--- config.mk ---
export PLATFORM = sky130hd
export DESIGN_NAME = uart_tx_param
export DESIGN_NICKNAME = d
export VERILOG_FILES = /design/src/rtl/uart_tx_param.sv
export SDC_FILE = /design/constraint.sdc
export NUM_CORES = 1
export LEC_CHECK = 0
export ABC_AREA = 1
export BUFFER_PORTS_ARGS = -buffer_cell sky130_fd_sc_hd__clkbuf_2
export CAP_MARGIN = 20
export CORE_AREA = 2 2 57 80
export DETAILED_ROUTE_END_ITERATION = 10
export DIE_AREA = 0 0 59 82
export HOLD_SLACK_MARGIN = 0.08
export PLACE_DENSITY = 0.73
export SLEW_MARGIN = 20
export SYNTH_ARGS = -nofsm -noshare
export SYNTH_HDL_FRONTEND = slang
export SYNTH_SLANG_ARGS = --single-unit
export TNS_END_PERCENT = 10
--- constraint.sdc ---
create_clock -name clk -period 1.5 [get_ports clk]
set_input_delay 0.3 -clock clk [delete_from_list [all_inputs] [get_ports clk]]
set_output_delay 0.3 -clock clk [all_outputs]
set_load 0.005 [all_outputs]
--- src/rtl/uart_tx_param.sv ---
`default_nettype none
// ============================================================================
// Module   : uart_tx_param
// Purpose  : Parametrised UART transmitter. Serialises DATA_W-bit words LSB
//            first with start bit, optional parity and one or two stop bits.
//            Words wait in a transmit queue so trmt strobes can be issued
//            back-to-back without watching tx_done.
// Options  : UART_TX_FIFO_EN defined   -> FIFO_DEPTH-entry transmit FIFO
//            UART_TX_FIFO_EN undefined -> single holding register
// Revision : 1.0 - initial release
// ============================================================================
module uart_tx_param #(
  parameter int DATA_W     = 8,
  parameter int BAUD_DIV   = 5208,
  parameter int PARITY     = 0,
  parameter int STOP_BITS  = 1,
  parameter int FIFO_DEPTH = 4
) (
  input  logic              clk,
  input  logic              rst_n,
  input  logic              trmt,
  input  logic [DATA_W-1:0] tx_data,
  output logic              TX,
  output logic              tx_done,
  output logic              busy,
  output logic              tx_full,
  output logic              overrun
);

  localparam int              c_BW        = $clog2(BAUD_DIV);
  localparam int              c_NW        = $clog2(DATA_W);
  localparam logic [c_BW-1:0] c_BAUD_LAST = c_BW'(BAUD_DIV - 1);
  localparam logic [c_NW-1:0] c_BIT_LAST  = c_NW'(DATA_W - 1);
  localparam logic            c_STOP_LAST = 1'(STOP_BITS - 1);
  localparam logic            c_PAR_ODD   = (PARITY == 2);

  // Reject illegal configurations at elaboration time.
  if (DATA_W < 5 || DATA_W > 9) begin : g_chk_data_w
    $error("uart_tx_param: DATA_W must be in 5..9");
  end
  if (BAUD_DIV < 4) begin : g_chk_baud
    $error("uart_tx_param: BAUD_DIV must be >= 4");
  end
  if (PARITY < 0 || PARITY > 2) begin : g_chk_parity
    $error("uart_tx_param: PARITY must be 0, 1 or 2");
  end
  if (STOP_BITS < 1 || STOP_BITS > 2) begin : g_chk_stop
    $error("uart_tx_param: STOP_BITS must be 1 or 2");
  end
  if (FIFO_DEPTH < 2 || (FIFO_DEPTH & (FIFO_DEPTH - 1)) != 0) begin : g_chk_depth
    $error("uart_tx_param: FIFO_DEPTH must be a power of two >= 2");
  end

  typedef enum logic [2:0] {
    S_IDLE  = 3'd0,
    S_START = 3'd1,
    S_DATA  = 3'd2,
    S_PAR   = 3'd3,
    S_STOP  = 3'd4
  } state_t;

  state_t            r_state;
  logic [c_BW-1:0]   r_baud;
  logic [c_NW-1:0]   r_bit;
  logic              r_stop;
  logic [DATA_W-1:0] r_shift;
  logic              r_par;

  logic              w_tick;
  logic              w_frame_end;
  logic              w_pop;
  logic              w_push;
  logic              w_empty;
  logic              w_full;
  logic [DATA_W-1:0] w_head;

  assign w_tick      = (r_baud == c_BAUD_LAST);
  assign w_frame_end = (r_state == S_STOP) && w_tick && (r_stop == c_STOP_LAST);
  // The shifter takes a word whenever it is idle or finishing the last stop bit.
  assign w_pop       = !w_empty && ((r_state == S_IDLE) || w_frame_end);
  // Fullness is judged before this edge's pop, so a pop never frees room
  // for a push on the same edge.
  assign w_push      = trmt && !w_full;

  assign busy    = (r_state != S_IDLE) || !w_empty;
  assign tx_full = w_full;

`ifdef UART_TX_FIFO_EN
  localparam int c_AW = $clog2(FIFO_DEPTH);

  logic [DATA_W-1:0] r_mem [FIFO_DEPTH];
  logic [c_AW:0]     r_wr_ptr;
  logic [c_AW:0]     r_rd_ptr;

  assign w_empty = (r_wr_ptr == r_rd_ptr);
  assign w_full  = (r_wr_ptr[c_AW-1:0] == r_rd_ptr[c_AW-1:0]) &&
                   (r_wr_ptr[c_AW] != r_rd_ptr[c_AW]);
  assign w_head  = r_mem[r_rd_ptr[c_AW-1:0]];

  // Queue storage; contents are don't-care until written, so no reset.
  always_ff @(posedge clk) begin
    if (w_push) begin
      r_mem[r_wr_ptr[c_AW-1:0]] <= tx_data;
    end
  end

  // Queue pointers with wrap bit to tell full from empty.
  always_ff @(posedge clk or negedge rst_n) begin
    if (!rst_n) begin
      r_wr_ptr <= '0;
      r_rd_ptr <= '0;
    end else begin
      if (w_push) begin
        r_wr_ptr <= r_wr_ptr + 1'b1;
      end
      if (w_pop) begin
        r_rd_ptr <= r_rd_ptr + 1'b1;
      end
    end
  end
`else
  logic [DATA_W-1:0] r_hold;
  logic              r_hold_vld;

  assign w_empty = !r_hold_vld;
  assign w_full  = r_hold_vld;
  assign w_head  = r_hold;

  // Single holding register; frees on the edge its word enters the shifter.
  always_ff @(posedge clk or negedge rst_n) begin
    if (!rst_n) begin
      r_hold     <= '0;
      r_hold_vld <= 1'b0;
    end else if (w_push) begin
      r_hold     <= tx_data;
      r_hold_vld <= 1'b1;
    end else if (w_pop) begin
      r_hold_vld <= 1'b0;
    end
  end
`endif

  // Flag a strobe that arrived while the queue could not take it.
  always_ff @(posedge clk or negedge rst_n) begin
    if (!rst_n) begin
      overrun <= 1'b0;
    end else begin
      overrun <= trmt && w_full;
    end
  end

  // Frame sequencer: drives TX and tx_done from registers, walks the bit slots.
  always_ff @(posedge clk or negedge rst_n) begin
    if (!rst_n) begin
      r_state <= S_IDLE;
      TX      <= 1'b1;
      tx_done <= 1'b0;
      r_baud  <= '0;
      r_bit   <= '0;
      r_stop  <= 1'b0;
      r_shift <= '0;
      r_par   <= 1'b0;
    end else begin
      tx_done <= 1'b0;
      case (r_state)
        S_IDLE: begin
          TX     <= 1'b1;
          r_baud <= '0;
        end
        S_START: begin
          if (w_tick) begin
            r_baud  <= '0;
            TX      <= r_shift[0];
            r_shift <= {1'b0, r_shift[DATA_W-1:1]};
            r_bit   <= '0;
            r_state <= S_DATA;
          end else begin
            r_baud <= r_baud + 1'b1;
          end
        end
        S_DATA: begin
          if (w_tick) begin
            r_baud <= '0;
            if (r_bit == c_BIT_LAST) begin
              if (PARITY != 0) begin
                TX      <= r_par;
                r_state <= S_PAR;
              end else begin
                TX      <= 1'b1;
                r_stop  <= 1'b0;
                r_state <= S_STOP;
              end
            end else begin
              TX      <= r_shift[0];
              r_shift <= {1'b0, r_shift[DATA_W-1:1]};
              r_bit   <= r_bit + 1'b1;
            end
          end else begin
            r_baud <= r_baud + 1'b1;
          end
        end
        S_PAR: begin
          if (w_tick) begin
            r_baud  <= '0;
            TX      <= 1'b1;
            r_stop  <= 1'b0;
            r_state <= S_STOP;
          end else begin
            r_baud <= r_baud + 1'b1;
          end
        end
        S_STOP: begin
          if (w_tick) begin
            r_baud <= '0;
            if (r_stop == c_STOP_LAST) begin
              tx_done <= 1'b1;
              TX      <= 1'b1;
              r_state <= S_IDLE;
            end else begin
              r_stop <= 1'b1;
            end
          end else begin
            r_baud <= r_baud + 1'b1;
          end
        end
        default: begin
          TX      <= 1'b1;
          r_baud  <= '0;
          r_state <= S_IDLE;
        end
      endcase
      // A queued word starts its frame from idle or directly off the last
      // stop bit, overriding the idle transition above so there is no gap.
      if (w_pop) begin
        r_state <= S_START;
        TX      <= 1'b0;
        r_baud  <= '0;
        r_shift <= w_head;
        r_par   <= (^w_head) ^ c_PAR_ODD;
      end
    end
  end

endmodule
`default_nettype wire

-- Word level (Yosys, flattened, before mapping)
Index checks and enable logic that the tools add are counted.
- bits in registers: 40
- bits of input ports: 11
- word-level logic and storage cells: 92
- add/subtract/negate cells: 2
- eq/ne operators: 20
- mux-type cells: 39
- bitwise logic cells: 1
- reductions and logical operators: 20
- operators by type and width (cell ; count):
    13-bit 2-to-1 mux ; 3
    8-bit 2-to-1 mux ; 4
    3-bit 2-to-1 mux ; 10
    3-bit != test (second input constant) ; 7
    1-bit 2-to-1 mux ; 17
    8-bit case mux with 2 select lines ; 1
    3-bit case mux with 5 select lines ; 1
    2-bit != test (second input constant) ; 7
    13-bit by 1-bit adder with 13-bit output (second input constant) ; 1
    13-bit equality test (second input constant) ; 1
    5-bit AND reduction ; 2
    3-bit nonzero test ; 3
    4-bit AND reduction ; 2
    7-bit AND reduction ; 1
    3-bit by 2-bit equality test with 1-bit output (second input constant) ; 2
    3-bit equality test (second input constant) ; 2
    3-bit case mux with 2 select lines ; 1
    1-bit logical AND ; 5
    1-bit case mux with 4 select lines ; 1
    2-bit nonzero test ; 2
    4-bit OR reduction ; 1
    3-bit by 1-bit adder with 3-bit output (second input constant) ; 1
    3-bit by 1-bit equality test with 1-bit output (second input constant) ; 1
    3-bit logical NOT ; 1
    4 further kinds ; 5

-- Longest topological paths before layout
Gate-level depths: netlist (run 1).
- depth in word-level cells: 7
- depth in mapped cells: 11
- mapped depth without buffers: 11

-- Least setup slack after synthesis (run 1)
Ideal clock, no wire load.
- kind: reg-to-reg
- start: reg r_bit[0]
- end: reg r_shift[2]
- arrival: 1.469 ns
- required time: 1.383 ns
- setup slack: -0.086 ns
- cell stages (with the launch flop): 10
- clock period less this slack: 1.586 ns
- cell sequence: dfrtp_1 > ha_1 > ha_1 > o21ai_4 > nand2_4 > buf_6 > nand2_1 > nand2_1 > nor2_1 > nor2_1
- cells in the longest elaborated chain, start to end: 3
- ends and longest elaborated chain (what ; line ; text):
    start: declaration ; 64 ; logic [c_NW-1:0] r_bit;
    start signal: assignment ; 196 ; r_bit <= r_bit + 1'b1;
    3-bit equality test ; 184 ; if (r_bit == c_BIT_LAST) begin
    3-bit != test (no source line) ; - ;
    4-bit AND reduction (no source line) ; - ;
    end signal: assignment ; 174 ; r_shift <= {1'b0, r_shift[DATA_W-1:1]};
    end signal: assignment ; 195 ; r_shift <= {1'b0, r_shift[DATA_W-1:1]};
    end signal: assignment ; 238 ; r_shift <= w_head;
    end: declaration ; 66 ; logic [DATA_W-1:0] r_shift;
No other way between the ends.
A chain may end at the register's enable or synchronous reset.

-- Final worst setup path (run 1)
- start: reg r_bit[0]
- end: reg r_bit[1]
- cells in the longest elaborated chain, start to end: 4
- elaborated cells between the ends (all ways): 7
- classes of those cells: add/sub (1); eq/ne (2); mux (3); reduce/logical (1)
- ends and longest elaborated chain (what ; line ; text):
    3-bit by 1-bit adder with 3-bit output ; 196 ;
    3-bit 2-to-1 mux ; 184 ;
    3-bit 2-to-1 mux ; 182 ; if (w_tick) begin
    3-bit case mux with 2 select lines ; 165 ; case (r_state)
Parallel ways exist; a longest one is shown, timed or not. The select of a mux whose other input is x is not followed.

==> results of run 1 <==
-- through the flow --
| stage | cells | worst slack (ns) | power (W) | setup TNS, ns | cell area, µm² |
|---|---|---|---|---|---|
| floorplan | 232 | 0.00418 | 0.00126 | 0 | 2000 |
| global placement | 310 | -0.0244 | 0.00133 | -0.0968 | 2270 |
| detailed placement | 310 | -0.0985 | 0.00133 | -0.401 | 2270 |
| CTS | 324 | -0.0000304 | 0.00211 | -0.0000304 | 2440 |
| global route | 332 | -0.0771 | 0.00217 | -0.798 | 2590 |
| finish | 332 | -0.0190 | 0.00210 | -0.0587 | 2590 |
-- metal layers --
metal  wire (µm)  vias up  track usage
met2        2390       22        0.361
met1        1490      792        0.188
met5           0        -            0
met4          72        0       0.0659
li1            -      843            -
met3         119        8       0.0425
-- worst reg2reg max path: cells and delay by family (launching register included) --
kind | cells | cell delay (ns)
AO/OA/AOI/OAI | 2 | 0.32
flip-flops | 1 | 0.39
AND/OR/NAND/NOR | 2 | 0.39
adder cells (fa/ha/maj) | 2 | 0.36
-- worst paths after layout --
path,start,endpoint,slack [ns],cells past startpoint
setup / recovery,r_bit[0],r_bit[1],-0.02,6
hold / removal,trmt,overrun,0.21,3
setup reg to reg,r_bit[0],r_bit[1],-0.02,6
hold reg to reg,TX,TX,0.47,2
max in group asynchronous,rst_n,TX,0.74,3
min in group asynchronous,rst_n,r_baud[2],0.50,3
-- final cells by class --
class	count	area share
Multi-Input combinational cell	162	0.380
Sequential cell	39	0.377
Timing Repair Buffer	48	0.136
Inverter	30	0.0463
Clock buffer	8	0.0386
Tap cell	45	0.0217
-- cells by family after synthesis --
family / after synthesis / share of synthesized area
compound gates: 18 / 0.0594
mux: 7 / 0.0398
buf+inv: 32 / 0.0682
fa+ha+maj: 3 / 0.0190
simple gates: 128 / 0.298
xor+xnor: 5 / 0.0221
flops: 39 / 0.493
-- synth_stat cells (2+ instances only) --
library cell	n	area share
nand3_1	18	0.045
nand2_2	6	0.019
nand3_2	2	0.010
nor2_1	40	0.076
dfrtp_1	38	0.48
inv_2	8	0.015
nor2_2	4	0.013
nand2_1	45	0.085
o21ai_0	7	0.018
nor3_1	7	0.018
o21ai_2	4	0.018
inv_1	22	0.042
xor2_1	5	0.022
ha_1	3	0.019
a21oi_1	4	0.010
buf_6	2	0.011
mux2_2	7	0.040
-- report_power, final --
part / switching, W / total (W) / internal, W
logic: 0.0000650 / 0.000145 / 0.0000805
clock network: 0.000359 / 0.000779 / 0.000420
registers: 0.0000383 / 0.00117 / 0.00113
-- what timing repair did --
action | CTS | global route
pin swaps | 5 | 13
gates cloned | 0 | 1
hold buffers | 1 | 0
setup buffers | 5 | 7
resized for setup | 8 | 24
hold endpoints to repair | 38 | 0
endpoints found under the setup margin | 16 | 21
-- sequential cells by signal (all words and copies together), names as in the netlist --
name and cells:
r_bit 3, tx_done 1, r_hold 8, r_baud 13
r_shift 8, tx_full 1, r_state 3, TX 1
overrun 1
==> results.py, run 1 <==
metrics = {
    "job": {
        "maxCapViolations": 0,
    },
    "worst_setup_path": {
        "crit_type": "flip-flop to flip-flop",
        "end_kind": "flip-flop",
        "path_delay_family": "flip-flops",
        "critical_path.slowest_cell": "dfrtp_1",
        "crit_buf_inv": 0,
        "crit_path_cell_trace": "ha_2 > ha_4 > o21ai_4 > nand2_4 > or2_4 > o21ai_2",
        "cp-start-kind": "flip-flop",
        "cp.required_ns": 1.72,
        "cp_max_fo": 10,
        "arrival_ns": 1.74,
        "cpPeakStageDelay_ns": 0.39,
    },
    "synthesis": {
        "netlist_instances": 232,
        "ys.flop_type": "dfrtp_1",
        "ys_seq_area_frac": 0.493,
        "yosys_register_bits": 39,
        "syn_area_um2": 1980,
        "synth_fp_nets": 246,
        "synth_cell_types": 27,
        "yosys_warnings": 0,
        "synth_edf_count": 0,
        "async_reset_ff_frac": 1.00,
        "postSynthAreaPerCell_um2": 8.54,
    },
    "detailed_routing": {
        "dr.pass1.iters": 4,
        "routed_wl_mm": 4.07,
        "antenna_left": 0,
        "vias_per_cell": 5.02,
        "wl_per_cell_um": 12.3,
        "drt_iter0_markers": 23,
        "vias": 1665,
        "drc": 0,
    },
    "floorplan": {
        "dieArea_um2": 4840,
        "ios": 16,
        "core_area_um2": 4130,
        "die_w_um": 59,
        "die_h_um": 82,
        "initial_utilization": 0.479,
        "rows": 28,
    },
    "global_route": {
        "grt_pass1_vias": 1632,
        "grt_max_degree": 40,
        "antenna_found_initial": 0,
        "grt-ovfl-total": 0,
        "grt_use_total": 0.186,
        "grt_pass1_wl_mm": 6.78,
    },
    "layout": {
        "multi_input_area_um2": 986,
        "fillerInstances": 369,
        "diodes": 0,
        "final_core_util": 0.627,
        "syn_to_final_growth_pct": 31.0,
        "drive_gt1_frac": 0.387,
        "seqCellArea_um2": 978,
        "final_cell_mix": "42 x nand2_1, 37 x dfrtp_1, 33 x nor2_1",
        "final_common_cell": "nand2_1",
        "nNetsFinal": 300,
    },
    "sta": {
        "grt_setup_unrepaired": "true",
        "setup_viol": 4,
        "drv_slew": 0,
        "setup_ws_ns": -0.0190,
        "worst_clock_skew_ns": 0.00679,
        "period_share": 1.01,
        "holdWs_ns": 0.209,
        "tightest_slew_ns": 0.376,
        "timing.slew.headroom": 0.749,
        "fmax_mhz": 658,
        "fin_crit_ns": 1.52,
        "hold_viol_final": 0,
    },
    "placement": {
        "gp_congestion": 0.891,
        "io_buffers": 15,
        "dpl.hpwl_mm": 2.83,
    },
    "cts": {
        "cts_root_buf": "clkbuf_8",
        "clock-sinks": 39,
        "cts_tree": "yes",
        "clk_latency_ns": 0.29,
        "htree_levels": 2,
        "clk_path_buf_depth": 2,
        "numCtsBuffers": 5,
        "clk_pin_slew_ns": 0.07,
    },
    "status": {
        "outcome": "finished with violations",
        "violations": "negative setup slack",
    },
    "min_path": {
        "min_path_type": "input port to flip-flop",
    },
    "pwr": {
        "p_per_area_nw_per_um2": 808,
        "vdd_drop_max_mv": 0.679,
        "leakage_nw": 1.33,
    },
}
Note: power is estimated with default switching activity, not from simulation.
==> inputs of run 2 (changes only) <==
ABC_AREA = 0   (was 1)
CORE_AREA = 2 2 55 77   (was 2 2 57 80)
DIE_AREA = 0 0 57 79   (was 0 0 59 82)
GPL_TIMING_DRIVEN = 0   (was unset)
==> run 2 against run 1 <==
Against the previous run: final cell count decreased by 29%; largest power group unchanged; combinational power increased to 7.9 times the previous value; the run still ends with negative setup slack left; clock-buffer cell count decreased by 2; highest routed layer unchanged; setup slack got worse by 0.28 ns; flip-flop and latch count unchanged; maximum frequency decreased by 16%; first-iteration DRC count increased by 91%; total power increased by 61%; clock skew increased by 0.0011 ns; register-to-register slack got worse by 0.28 ns; via count decreased by 19%.
==> results.py, run 2 <==
metrics = {
    "global_route": {
        "grt_use_total": 0.186,
        "antenna_found_initial": 0,
        "grt_pass1_vias": 1417,
        "grt_max_degree": 40,
        "grt-ovfl-total": 0,
        "grt_pass1_wl_mm": 6.52,
    },
    "worst_setup_path": {
        "cp-start-kind": "flip-flop",
        "cp.required_ns": 1.67,
        "crit_type": "flip-flop to flip-flop",
        "path_delay_family": "simple AND/OR/NAND/NOR gates",
        "arrival_ns": 1.97,
        "cpPeakStageDelay_ns": 0.45,
        "end_kind": "flip-flop",
        "cp_max_fo": 5,
        "crit_buf_inv": 2,
        "critical_path.slowest_cell": "dfrtp_2",
        "crit_path_cell_trace": "nor4b_4 > buf_4 > nand3_2 > or2_4 > buf_6 > mux2_4",
    },
    "detailed_routing": {
        "wl_met1_mm": 1.46,
        "routed_wl_mm": 3.78,
        "drt_iter0_markers": 44,
        "highest_layer": "met4",
        "drc": 0,
        "wl_met3_um": 120,
        "antenna_left": 0,
        "wl_per_cell_um": 16.0,
        "vias": 1343,
        "wl_met2_mm": 2.13,
        "vias_per_cell": 5.69,
        "dr.pass1.iters": 4,
    },
    "pwr": {
        "power_w": 0.00338,
        "leakage_nw": 0.979,
        "p_per_area_nw_per_um2": 1500,
        "p_int_w": 0.00229,
        "power_frac_comb": 0.341,
        "vdd_drop_max_mv": 1.01,
        "p_sw_w": 0.00109,
        "seq_power_share": 0.459,
        "p_clk_frac": 0.200,
        "p_sw_frac": 0.323,
    },
    "cts": {
        "htree_levels": 2,
        "clk_path_buf_depth": 2,
        "clk_latency_ns": 0.29,
        "clk_pin_slew_ns": 0.08,
        "numCtsBuffers": 5,
        "cts_root_buf": "clkbuf_8",
        "clock-sinks": 39,
        "ctsHoldBuffers": 0,
        "cts_tree": "yes",
    },
    "placement": {
        "gp_congestion": 0.820,
        "dpl.hpwl_mm": 2.57,
        "io_buffers": 15,
        "place_ws_ns": -0.441,
    },
    "layout": {
        "nNetsFinal": 206,
        "largest_register_ffs": 13,
        "drive_gt1_frac": 0.389,
        "syn_to_final_growth_pct": 22.7,
        "final_core_util": 0.587,
        "diodes": 0,
        "fillerInstances": 321,
        "final_cell_mix": "36 x dfrtp_1, 19 x nor2_1, 15 x clkbuf_2",
        "regMostFlops": "r_baud",
        "reg_top3": "r_baud (13), r_hold (8), r_shift (8)",
        "final_common_cell": "dfrtp_1",
    },
    "sta": {
        "drv_slew": 0,
        "fin_crit_ns": 1.80,
        "timing.slew.headroom": 0.371,
        "holdWs_ns": 0.150,
        "grt_setup_unrepaired": "true",
        "setup_ws_ns": -0.299,
        "worst_clock_skew_ns": 0.00793,
        "tightest_slew_ns": 0.944,
        "setup_viol": 26,
        "hold_viol_final": 0,
        "fmax_mhz": 556,
        "period_share": 1.20,
    },
    "synthesis": {
        "yosys_warnings": 0,
        "postSynthAreaPerCell_um2": 11.5,
        "syn_area_um2": 1840,
        "synth.area.top_cells": "dfrtp_1 52%, mux2_2 4.9%, xnor2_1 4.3%",
        "ys_seq_area_frac": 0.530,
        "yosysTopAreaCell": "dfrtp_1",
        "yosys_register_bits": 39,
        "ys.flop_type": "dfrtp_1",
        "async_reset_ff_frac": 1.00,
        "synth_top_area_frac": 0.516,
        "netlist_instances": 160,
        "synth_edf_count": 0,
        "synth_common_cells": "38 x dfrtp_1, 20 x nor2_1, 9 x inv_1, 9 x nand3_1, 9 x xnor2_1",
        "synth.most_common_cell": "dfrtp_1",
        "synth_cell_types": 40,
        "synth_fp_nets": 174,
    },
    "floorplan": {
        "dieArea_um2": 4500,
        "die_h_um": 79,
        "core_area_um2": 3850,
        "die_w_um": 57,
        "rows": 27,
        "ios": 16,
        "initial_utilization": 0.479,
    },
    "status": {
        "outcome": "finished with violations",
        "violations": "negative setup slack",
    },
    "min_path": {
        "min_path_type": "input port to async pin",
    },
    "job": {
        "maxCapViolations": 0,
    },
}
==> run 2: power by group through the flow <==
| stage | clock network, W | logic [W] | registers (W) |
|---|---|---|---|
| after floorplan | 0 | 0.000743 | 0.00151 |
| after global placement | 0 | 0.000937 | 0.00155 |
| after detailed placement | 0 | 0.000982 | 0.00157 |
| after CTS | 0.000710 | 0.00112 | 0.00155 |
| after global routing | 0.000734 | 0.00127 | 0.00158 |
| final | 0.000678 | 0.00115 | 0.00155 |
==> run 2: final timing paths <==
kind | slack (ns) | endpoint | startpoint | cells after the start
hold / removal | 0.15 | r_baud[1] | rst_n | 1
min in group clk | 0.24 | r_hold[1] | tx_data[1] | 2
max in group asynchronous | 0.71 | r_baud[0] | rst_n | 1
setup reg to reg | -0.30 | r_bit[0] | r_baud[8] | 6
hold reg to reg | 0.48 | TX | TX | 2
setup / recovery | -0.30 | r_bit[0] | r_baud[8] | 6
==> run 2: repair_timing <==
item,4_1_cts,5_1_grt
gates resized for setup,12,12
hold endpoints to repair,0,0
buffers inserted,6,3
pin swaps,7,4
cloned,1,0
setup endpoints to repair,30,35
==> run 2: cell type report <==
cell class                      instances  area, µm²  share of cell area
Buffer                                  4       37.5              0.0166
Clock buffer                            6       72.6              0.0321
Clock inverter                          2       12.5             0.00553
Inverter                                9       33.8              0.0149
Multi-Input combinational cell        108        918               0.406
Sequential cell                        39        980               0.433
Tap cell                               43       53.8              0.0238
Timing Repair Buffer                   25        154              0.0680
==> run 2: per-stage QoR <==
stage | cells | area, µm² | TNS, ns
6_report | 236 | 2260 | -3.81
5_1_grt | 236 | 2260 | -6.16
3_3_place_gp | 218 | 2000 | -9.91
2_1_floorplan | 160 | 1880 | -3.87
4_1_cts | 233 | 2190 | -3.16
3_5_place_dp | 218 | 2000 | -10.28
==> run 2: logic make-up after synthesis <==
| kind of cell | synth area share |
|---|---|
| AND/OR/NAND/NOR | 0.193 |
| adder cells (fa/ha/maj) | 0.0204 |
| XOR/XNOR | 0.0570 |
| buffers and inverters | 0.0333 |
| multiplexers | 0.0625 |
| AO/OA/AOI/OAI | 0.103 |
| flip-flops | 0.530 |
==> run 2: per-layer routing <==
| layer | track usage | vias up |
|---|---|---|
| li1 | - | 637 |
| met1 | 0.226 | 673 |
| met2 | 0.314 | 27 |
| met3 | 0.0391 | 6 |
| met4 | 0.0860 | 0 |
| met5 | 0 | - |
==> run 2: worst reg2reg max path: stages, from the launching register on <==
cell	delay (ns)
dfrtp_2	0.45
nor4b_4	0.26
buf_4	0.19
nand3_2	0.09
or2_4	0.27
buf_6	0.14
mux2_4	0.29
